==> src/rtl/fetch_sequencer_if.sv <==
// Fetch sequencer bus: memory fetch, decode hand-off and execute feedback.
// 'master' is the sequencer side, 'slave' is the memory/datapath side.
// The step signal exists only when FETCH_SEQ_STEP_EN is defined.
interface fetch_sequencer_if;
    logic       start;
    logic       imem_req;
    logic [7:0] imem_addr;
    logic       imem_ack;
    logic [7:0] imem_data;
    logic [7:0] instr;
    logic       instr_valid;
    logic       exec_done;
    logic       branch_taken;
    logic [7:0] branch_offset;
    logic       halt_req;
    logic [7:0] pc;
    logic       halted;
    logic       fault;
`ifdef FETCH_SEQ_STEP_EN
    logic       step;
`endif

    modport master (
        input  start, imem_ack, imem_data, exec_done, branch_taken,
               branch_offset, halt_req,
`ifdef FETCH_SEQ_STEP_EN
        input  step,
`endif
        output imem_req, imem_addr, instr, instr_valid, pc, halted, fault
    );

    modport slave (
        output start, imem_ack, imem_data, exec_done, branch_taken,
               branch_offset, halt_req,
`ifdef FETCH_SEQ_STEP_EN
        output step,
`endif
        input  imem_req, imem_addr, instr, instr_valid, pc, halted, fault
    );
endinterface

==> src/rtl/fetch_sequencer.sv <==
// Instruction fetch sequencer: IDLE -> FETCH -> DECODE -> EXEC loop with
// memory timeout fault and halt. Define FETCH_SEQ_STEP_EN to add a
// single-step wait after each instruction (advanced by bus.step).
module fetch_sequencer #(
    parameter logic [7:0]  RESET_PC    = 8'h00,
    parameter int unsigned MEM_TIMEOUT = 15
) (
    input logic                 clk,
    input logic                 rst,
    fetch_sequencer_if.master   bus
);
    typedef enum logic [2:0] {
        S_IDLE,
        S_FETCH,
        S_DECODE,
        S_EXEC,
        S_HALT,
`ifdef FETCH_SEQ_STEP_EN
        S_STEP_WAIT,
`endif
        S_FAULT
    } state_t;

    // Last wait count that may still see an ack; one more miss faults.
    localparam logic [7:0] WAIT_LAST = 8'(MEM_TIMEOUT - 1);

    state_t     state_q, state_d;
    logic [7:0] pc_q, pc_d;
    logic [7:0] instr_q, instr_d;
    logic [7:0] wait_q, wait_d;

    // Next-state, pc update, instruction latch and fetch wait counter.
    always_comb begin
        state_d = state_q;
        pc_d    = pc_q;
        instr_d = instr_q;
        wait_d  = wait_q;
        case (state_q)
            S_IDLE: begin
                if (bus.start) begin
                    state_d = S_FETCH;
                    wait_d  = 8'd0;
                end
            end
            S_FETCH: begin
                // Ack takes priority over a timeout expiring in the same cycle.
                if (bus.imem_ack) begin
                    instr_d = bus.imem_data;
                    state_d = S_DECODE;
                end else if (wait_q == WAIT_LAST) begin
                    state_d = S_FAULT;
                end else begin
                    wait_d = wait_q + 8'd1;
                end
            end
            S_DECODE: state_d = S_EXEC;
            S_EXEC: begin
                if (bus.exec_done) begin
                    // 8-bit add wraps, so a raw offset acts as sign-extended.
                    pc_d = pc_q + 8'd1 + (bus.branch_taken ? bus.branch_offset : 8'd0);
                    if (bus.halt_req) begin
                        state_d = S_HALT;
                    end else begin
`ifdef FETCH_SEQ_STEP_EN
                        state_d = S_STEP_WAIT;
`else
                        state_d = S_FETCH;
                        wait_d  = 8'd0;
`endif
                    end
                end
            end
`ifdef FETCH_SEQ_STEP_EN
            S_STEP_WAIT: begin
                if (bus.step) begin
                    state_d = S_FETCH;
                    wait_d  = 8'd0;
                end
            end
`endif
            S_HALT:  state_d = S_HALT;
            S_FAULT: state_d = S_FAULT;
            default: state_d = S_IDLE;
        endcase
    end

    // State registers with synchronous reset.
    always_ff @(posedge clk) begin
        if (rst) begin
            state_q <= S_IDLE;
            pc_q    <= RESET_PC;
            instr_q <= 8'h00;
            wait_q  <= 8'd0;
        end else begin
            state_q <= state_d;
            pc_q    <= pc_d;
            instr_q <= instr_d;
            wait_q  <= wait_d;
        end
    end

    assign bus.imem_req    = (state_q == S_FETCH);
    assign bus.imem_addr   = pc_q;
    assign bus.instr       = instr_q;
    assign bus.instr_valid = (state_q == S_DECODE);
    assign bus.pc          = pc_q;
    assign bus.halted      = (state_q == S_HALT);
    assign bus.fault       = (state_q == S_FAULT);
endmodule

==> src/flat_wrapper.sv <==
// flat-port wrapper written by rule: the top's interface ports become plain ports
module fetch_sequencer_flat 
#(
    parameter logic [7:0]  RESET_PC    = 8'h00,
    parameter int unsigned MEM_TIMEOUT = 15
)
  (clk, rst, bus_start, bus_imem_ack, bus_imem_data, bus_exec_done, bus_branch_taken, bus_branch_offset, bus_halt_req, bus_imem_req, bus_imem_addr, bus_instr, bus_instr_valid, bus_pc, bus_halted, bus_fault);
  fetch_sequencer_if bus_i ();
  input logic clk;
  input logic rst;
  input wire logic [$bits(bus_i.start)-1:0] bus_start;
  input wire logic [$bits(bus_i.imem_ack)-1:0] bus_imem_ack;
  input wire logic [$bits(bus_i.imem_data)-1:0] bus_imem_data;
  input wire logic [$bits(bus_i.exec_done)-1:0] bus_exec_done;
  input wire logic [$bits(bus_i.branch_taken)-1:0] bus_branch_taken;
  input wire logic [$bits(bus_i.branch_offset)-1:0] bus_branch_offset;
  input wire logic [$bits(bus_i.halt_req)-1:0] bus_halt_req;
  output wire logic [$bits(bus_i.imem_req)-1:0] bus_imem_req;
  output wire logic [$bits(bus_i.imem_addr)-1:0] bus_imem_addr;
  output wire logic [$bits(bus_i.instr)-1:0] bus_instr;
  output wire logic [$bits(bus_i.instr_valid)-1:0] bus_instr_valid;
  output wire logic [$bits(bus_i.pc)-1:0] bus_pc;
  output wire logic [$bits(bus_i.halted)-1:0] bus_halted;
  output wire logic [$bits(bus_i.fault)-1:0] bus_fault;
  assign bus_i.start = bus_start;
  assign bus_i.imem_ack = bus_imem_ack;
  assign bus_i.imem_data = bus_imem_data;
  assign bus_i.exec_done = bus_exec_done;
  assign bus_i.branch_taken = bus_branch_taken;
  assign bus_i.branch_offset = bus_branch_offset;
  assign bus_i.halt_req = bus_halt_req;
  assign bus_imem_req = bus_i.imem_req;
  assign bus_imem_addr = bus_i.imem_addr;
  assign bus_instr = bus_i.instr;
  assign bus_instr_valid = bus_i.instr_valid;
  assign bus_pc = bus_i.pc;
  assign bus_halted = bus_i.halted;
  assign bus_fault = bus_i.fault;
  fetch_sequencer #(.RESET_PC(RESET_PC), .MEM_TIMEOUT(MEM_TIMEOUT)) u_core (.clk(clk), .rst(rst), .bus(bus_i));
endmodule
==> config.mk <==
export PLATFORM = sky130hd
export DESIGN_NAME = fetch_sequencer_flat
export DESIGN_NICKNAME = d
export VERILOG_FILES = /design/src/rtl/fetch_sequencer_if.sv /design/src/rtl/fetch_sequencer.sv /design/src/flat_wrapper.sv
export SDC_FILE = /design/constraint.sdc
export NUM_CORES = 1
export LEC_CHECK = 0
export BUFFER_PORTS_ARGS = -buffer_cell sky130_fd_sc_hd__buf_2
export CORE_MARGIN = 2
export CORE_UTILIZATION = 46
export CTS_CLUSTER_SIZE = 24
export DETAILED_ROUTE_END_ITERATION = 10
export HOLD_SLACK_MARGIN = 0.03
export MAX_ROUTING_LAYER = met4
export PLACE_DENSITY_LB_ADDON = 0.05
export SLEW_MARGIN = 20
export SYNTH_ARGS = -nofsm -noshare
export SYNTH_HDL_FRONTEND = slang
export SYNTH_SLANG_ARGS = --single-unit
==> constraint.sdc <==
create_clock -name clk -period 1.98 [get_ports clk]
set_input_delay 0.297 -clock clk [delete_from_list [all_inputs] [get_ports clk]]
set_output_delay 0.297 -clock clk [all_outputs]
set_load 0.02 [all_outputs]
* Word-level counts from Yosys, hierarchy flattened
Cells that the tools add are included.
** Storage, ports and cells
- Register bits :: 27
- Bits of input ports :: 23
- Output and inout port bits :: 28
** Operators by class
- $add $sub $neg :: 3
- Equal/unequal tests :: 12
- Mux-type cells :: 13
- Reductions and logical operators :: 6
** Operators by type and width (number)
- $mux W8 :: 6
- $pmux W8 S3 :: 1
- $pmux W3 S6 :: 1
- $add A8 B1 Y8 const B :: 2
- $mux W3 :: 5
- $ne A2 B2 Y1 const B :: 5
- $add A8 B8 Y8 :: 1
- $eq A8 B4 Y1 const B :: 1
- $eq A3 B2 Y1 const B :: 2
- $eq A3 B3 Y1 const B :: 2
- $reduce_and A6 Y1 :: 1
- $reduce_and A2 Y1 :: 2
- $eq A3 B1 Y1 const B :: 1
- $logic_not A3 Y1 :: 1
- $ne A3 B2 Y1 const B :: 1
- $reduce_and A3 Y1 :: 1
- $reduce_bool A3 Y1 :: 1

* Depth between registers and ports, before layout
Gate-level depths: netlist of the first run.
- Word-level depth :: 4
- Depth in mapped cells :: 8
- Mapped depth without buffers :: 8

* Least setup slack after synthesis of the first run
No wires, ideal clock.
- Path kind :: register to register
- From :: reg u_core.pc_q[0], in the netlist u_core.bus.imem_addr[0]
- To :: reg u_core.pc_q[4], in the netlist u_core.bus.imem_addr[4]
- Setup time :: 0.115 ns
- Arrival :: 1.846 ns
- Required time :: 1.865 ns
- Slack :: 0.019 ns
- Stages on the path, launching flop included :: 9
- Path buffers :: 0
- Clock period less this slack :: 1.961 ns
- Cell sequence :: dfxtp_1 -> inv_1 -> ha_1 -> fa_1 -> nor2b_1 -> o21ai_0 -> a21boi_0 -> o31ai_1 -> and2_1
** Between the ends
- Longest elaborated chain between the ends :: 2
** Ends and longest elaborated chain
- from (decl) :: line fetch_sequencer.sv:28 : logic [7:0] pc_q, pc_d;
- from (signal assigned) :: line fetch_sequencer.sv:96 : pc_q <= pc_d;
- $add A8 B1 Y8 :: line fetch_sequencer.sv:60 : pc_d = pc_q + 8'd1 + (bus.branch_taken ? bus.branch_offset : 8'd0);
- $add A8 B8 Y8 :: line fetch_sequencer.sv:60
Every way passes these cells.
A chain may end at the register's enable or synchronous reset.

* Worst setup path after layout of the first run
- From :: reg u_core.state_q[0]
- To :: out bus_imem_req
** Between the ends
- Longest elaborated chain between the ends :: 1
** Ends and longest elaborated chain
- from (decl) :: line fetch_sequencer.sv:27 : state_t state_q, state_d;
- from (signal assigned) :: line fetch_sequencer.sv:95 : state_q <= state_d;
- $eq A3 B1 Y1 :: line fetch_sequencer.sv:102 : assign bus.imem_req = (state_q == S_FETCH);
- to (decl) :: line flat_wrapper.sv:18 : output wire logic [$bits(bus_i.imem_req)-1:0] bus_imem_req;
Every way passes these cells.

==> results of run 1 <==
## timing repair
action,4_1_cts,5_1_grt
hold endpoints to repair,0,0
pin swaps,0,1
buffers inserted,0,1
gates resized for setup,1,5
setup endpoints to repair,1,3
## layer usage
metal	global-route usage	vias to the layer above	share of wire
met5	-	-	0
met1	0.241	735	0.48
met2	0.345	36	0.46
li1	-	844	-
met3	0.0411	4	0.046
met4	0.0571	0	0.012
## per-stage QoR
step	total power, mW	hold slack [ns]	std cells	cell area [sq um]	utilization
2_1_floorplan	0.759	0.432	204	1640	-
3_3_place_gp	0.859	0.441	306	2010	0.592
3_5_place_dp	0.859	0.446	306	2010	0.592
4_1_cts	1.12	0.157	310	2040	0.602
5_1_grt	1.18	0.153	311	2060	0.606
6_report	1.11	0.172	311	2060	0.606
## power breakdown
group	switching, mW	internal (mW)
Clock	0.171	0.0825
Sequential	0.0156	0.563
Combinational	0.156	0.118
Total	0.343	0.764
## cells in the mapped netlist (all sizes together), types with 3 or more instances
cell,count
nor3b,3
clkbuf,4
ha,9
nor2,12
and2,9
a211oi,3
nor3,10
o21ai,7
dfxtp,27
inv,10
nand2,31
a21oi,16
nor2b,4
buf,11
nand3,4
a31oi,5
## sequential cells by signal (all words and copies together), names as in the netlist
register,cells
u_core.state_q,3
u_core.bus.instr,8
u_core.wait_q,8
u_core.bus.imem_addr,8
## layout make-up
type                    instances  area share
multi-input cells             152       0.473
clock buffers                   3      0.0110
repair buffers                 72       0.202
clock inverters                 1     0.00426
inverters                      10      0.0183
flip-flops and latches         27       0.264
well taps                      46      0.0280
## path summary, 6_finish.rpt
check                                        from                                   end  slack, ns  cells past startpoint
max                u_core.state_q[0]$_SDFFE_PP0P_                          bus_imem_req       0.13                      4
max reg2reg  u_core.bus.imem_addr[4]$_SDFFE_PP0P_  u_core.bus.imem_addr[7]$_SDFFE_PP0P_       0.14                      6
min reg2reg      u_core.bus.instr[7]$_SDFFE_PP0P_      u_core.bus.instr[7]$_SDFFE_PP0P_       0.46                      2
min                              bus_imem_data[6]      u_core.bus.instr[6]$_SDFFE_PP0P_       0.17                      3
## critical path, cell delays in order, from the launching register on
cell	delay [ns]
dfxtp_1	0.40
or3b_4	0.44
inv_2	0.11
buf_4	0.12
buf_2	0.15
## kinds of logic after synthesis
group                    after synthesis  synth area share
AO/OA/AOI/OAI                         50             0.202
XOR/XNOR                               2            0.0107
adder cells (fa/ha/maj)               10            0.0809
buffers and inverters                 25            0.0817
flip-flops                            27             0.330
multiplexers                           3            0.0198
AND/OR/NAND/NOR                       87             0.275
==> flow_summary.ini, run 1 <==
[synth]
syn-cell-area_sq_um = 1640
yosysWarnings = 0
async_reset_ff_frac = 0
synthCells = 204
synth_top_area_cell = dfxtp_1
ys_seq_elements = 27
synth_top_area_frac = 0.330
yosysSeqAreaShare = 0.330
synth_ff_type = dfxtp_1
synth_edf_count = 0
mappedNetlistNets = 237
synth_cell_types = 52
netlist_top_cells_area = dfxtp_1, nand2_1, ha_1
avgSynthCellArea_sq_um = 8.03

[sta]
drv_slew = 0
setup_viol = 0
finalSetupTns_ns = 0
maxSlewHeadroom = 0.700
rsz0062_at_grt = no
finClkSkew_ns = 0.0103
finalCriticalPeriod_ns = 1.85
final.setup.worst_slack_ns = 0.130
max_freq_mhz = 540
final_hold_viol_count = 0
worst_slew_pin_slew_ns = 0.447
period_share = 0.934

[grt]
antenna_found_initial = 0
grt_pass1_wl_um = 6440
grt_pass1_vias = 1514
gr-total-overflow = 0
grt_max_degree = 22
grtUsageTotal = 0.202

[cts]
cts-htree-levels = 1
hold_buffers = 0
cts_tree = yes
clock-sinks = 27
cts_root_buf = clkbuf_4
insertion_delay_ns = 0.33
cts_buffers = 3
clk_path_buf_depth = 2
cts.clk_slew.worst_paths_ns = 0.15

[placement]
dp_hpwl_um = 2870
dpl_worst_slack_ns = -0.0995
finalWeightedCongestion = 0.844
port_buffers = 50

[floorplanning]
dieWidth_um = 63.7
start_util = 0.484
placementRows = 21
die_height_um = 63.7
dieArea_sq_um = 4060
core_area_sq_um = 3390
ios = 51

[detailed_routing]
dr.pass1.iters = 4
routed_wirelength_um = 3670
first_iter_violations = 74
via_per_inst = 5.21
drc = 0
via_count = 1619
ant_nets = 0
wl_per_cell_um = 11.8

[final_layout]
fillers = 339
fin_nets = 299
n_antenna_cell = 0
layout.area.seq_sq_um = 542
multiInputGateArea_sq_um = 972
layout_common_cells = buf_2, nand2_1, dfxtp_1
layout-drive-gt1-share = 0.328
layout_commonest_cell = buf_2
area_growth_pct = 25.4

[power]
power_density_nw_per_um2 = 538
ir_worst_vdd_mv = 0.449
p_leak_nw = 0.980

[setup_path]
crit_fanout = 6
cp_data_arrival_time_ns = 1.55
critical_path_class = reg2out
critPathLaunchType = flop
critPathCaptureType = output pin
critPathRequiredTime_ns = 1.68

[min_path]
min_path_type = in2reg

[job]
max_cap_violations = 0

[outcome]
status = completed
Power figures use the tool's default switching activity.
==> run 2, diff against run 1 <==
--- a/config.mk
+++ b/config.mk
@@ -5,9 +5,10 @@
 export SDC_FILE = /design/constraint.sdc
 export NUM_CORES = 1
 export LEC_CHECK = 0
+export ABC_AREA = 1
 export BUFFER_PORTS_ARGS = -buffer_cell sky130_fd_sc_hd__buf_2
 export CORE_MARGIN = 2
-export CORE_UTILIZATION = 46
+export CORE_UTILIZATION = 47
 export CTS_CLUSTER_SIZE = 24
 export DETAILED_ROUTE_END_ITERATION = 10
 export HOLD_SLACK_MARGIN = 0.03
==> run 2 against run 1 <==
  * Clock skew down 0.0033 ns
  * Largest cell class unchanged
  * Sequential cell count did not move
  * Die area up 8.0%
  * Design area is 2.0% higher
  * Largest power group unchanged
  * Count of clock-buffer cells in the layout unchanged
  * Worst setup slack better by 0.14 ns
  * Synthesized cell count rose by 34%
==> flow_summary.ini, run 2 <==
[placement]
place_area_sq_um = 2050
port_buffers = 50
dp_hpwl_um = 2890
finalWeightedCongestion = 0.855
dpl_worst_slack_ns = 0.134

[setup_path]
critPathCaptureType = flop
crit_buf_inv = 2
critPathRequiredTime_ns = 2.16
crit_fanout = 4
cpPeakStageDelay_ns = 0.41
crit_chain = inv_1, ha_1, fa_1, o21ai_1, nand2_1, nand3_1, nand3_1, nand2_1, inv_1
cp_slowest_cell = fa_1
critical_path_class = reg2reg
critPathLaunchType = flop
crit_family = adder cells
cp_data_arrival_time_ns = 1.89

[synth]
ys_seq_elements = 27
syn-cell-area_sq_um = 1820
yosysWarnings = 0
async_reset_ff_frac = 0
synth_top_area_frac = 0.297
synth_top_cells_by_count = nand2_1, nor2_1, inv_1, dfxtp_1, nand3_1
synth_top_area_cell = dfxtp_1
synthCells = 273
avgSynthCellArea_sq_um = 6.66
synth_edf_count = 0
synth_ff_type = dfxtp_1
netlist_top_cells_area = dfxtp_1, nand2_1, nor2_1
mappedNetlistNets = 306
synth_cell_types = 32
yosysSeqAreaShare = 0.297
synth_most_common_cell = nand2_1

[power]
p_leak_nw = 1.15
power_density_nw_per_um2 = 758
p_total_mw = 1.59
ir_worst_vdd_mv = 0.420

[grt]
grt-busiest-layer = met2
grt_pass1_wl_um = 6330
met3_usage = 0.0256
grt_use_met1 = 0.220
grt_max_degree = 19
grtUsageTotal = 0.190
antenna_found_initial = 0
use_met2 = 0.339
gr-total-overflow = 0
grt_pass1_vias = 1513

[cts]
post_cts_buffers = 0
insertion_delay_ns = 0.28
cts_root_buf = clkbuf_8
cts-htree-levels = 1
cts_buffers = 3
clock-sinks = 27
cts.clk_slew.worst_paths_ns = 0.10
cts_tree = yes
clk_path_buf_depth = 2

[floorplanning]
core_area_sq_um = 3690
dieWidth_um = 66.2
die_height_um = 66.2
ios = 51
placementRows = 22
start_util = 0.493
dieArea_sq_um = 4380

[final_layout]
layout_common_cells = nand2_1, buf_2, nor2_1
area_growth_pct = 15.3
design_area_sq_um = 2100
n_antenna_cell = 0
multiInputGateArea_sq_um = 1030
fillers = 366
final_core_util = 0.569
fin_nets = 349
layout-drive-gt1-share = 0.238
layout.area.seq_sq_um = 541
layout_commonest_cell = nand2_1

[detailed_routing]
via_count = 1695
drc = 0
via_per_inst = 4.67
ant_nets = 0
wl_per_cell_um = 10.2
routed_wirelength_um = 3700
dr.pass1.iters = 4
first_iter_violations = 39

[sta]
maxSlewHeadroom = 0.645
max_freq_mhz = 585
finalCriticalPeriod_ns = 1.71
final_hold_viol_count = 0
finClkSkew_ns = 0.00694
drv_slew = 0
final.setup.worst_slack_ns = 0.270
setup_viol = 0
worst_slew_pin_slew_ns = 0.533
rsz0062_at_grt = no
finalSetupTns_ns = 0
period_share = 0.863

[min_path]
min_path_type = in2reg

[job]
max_cap_violations = 0

[outcome]
status = completed
==> run 2: changes by cell type after synthesis, moves of 4 or more <==
| cell | delta |
|---|---|
| and2_1 | -8 |
| inv_1 | +25 |
| nor2_1 | +28 |
| nor2_2 | +5 |
| nor2b_1 | -4 |
| nand3_1 | +13 |
| nor3_1 | -7 |
| o21ai_0 | +9 |
| a31oi_1 | -5 |
| nand2_1 | +30 |
==> run 2: through the flow <==
stage	std cells	hold slack, ns
6_report	363	0.233
5_1_grt	363	0.242
4_1_cts	363	0.232
3_5_place_dp	359	0.492
3_3_place_gp	359	0.485
2_1_floorplan	273	0.432
==> run 2: layout make-up <==
type / instances / area share
Tap cell: 48 / 0.0286
Multi-Input combinational cell: 193 / 0.492
Timing Repair Buffer: 52 / 0.126
Sequential cell: 27 / 0.258
Inverter: 39 / 0.0710
Clock inverter: 1 / 0.00418
Clock buffer: 3 / 0.0197
==> run 2: kinds of logic (layout without fill, tap and decap cells) <==
| logic type | count (synthesis) | after routing | synth area share |
|---|---|---|---|
| AOI/OAI and AO/OA | 43 | 43 | 0.134 |
| xor gates and xnor gates | 5 | 5 | 0.0241 |
| adders and majority gates | 10 | 10 | 0.0730 |
| buffers and inverters | 53 | 95 | 0.135 |
| DFF | 27 | 27 | 0.297 |
| and+or+nand+nor | 135 | 135 | 0.337 |
==> run 2: tightest hold or removal path, stage by stage <==
cell and delay (ns):
buf_2 0.07, nor2_1 0.03, nor2_1 0.08
==> run 2: repair_timing <==
action | in CTS | in global routing
hold buffers | 0 | 0
setup endpoints to repair | 0 | 1
resized for setup | 0 | 1
==> run 2: final timing paths <==
path | from | slack [ns] | cells after the start | end
min | bus_imem_data[0] | 0.23 | 3 | u_core.bus.instr[0]$_SDFFE_PP0P_
max reg2reg | u_core.bus.imem_addr[0]$_SDFFE_PP0P_ | 0.27 | 9 | u_core.bus.imem_addr[6]$_SDFFE_PP0P_
min reg2reg | u_core.bus.imem_addr[2]$_SDFFE_PP0P_ | 0.50 | 2 | u_core.bus.imem_addr[2]$_SDFFE_PP0P_
max | u_core.bus.imem_addr[0]$_SDFFE_PP0P_ | 0.27 | 9 | u_core.bus.imem_addr[6]$_SDFFE_PP0P_
==> run 2: metal layers <==
layer,up-vias,wire (um)
li1,936,-
met1,723,1770
met2,32,1750
met3,4,135
met4,0,45
met5,-,0
==> run 2: power by group <==
group / switching [mW] / total [mW] / internal (mW)
Clock: 0.178 / 0.326 / 0.148
Sequential: 0.0661 / 0.674 / 0.608
Combinational: 0.383 / 0.591 / 0.208
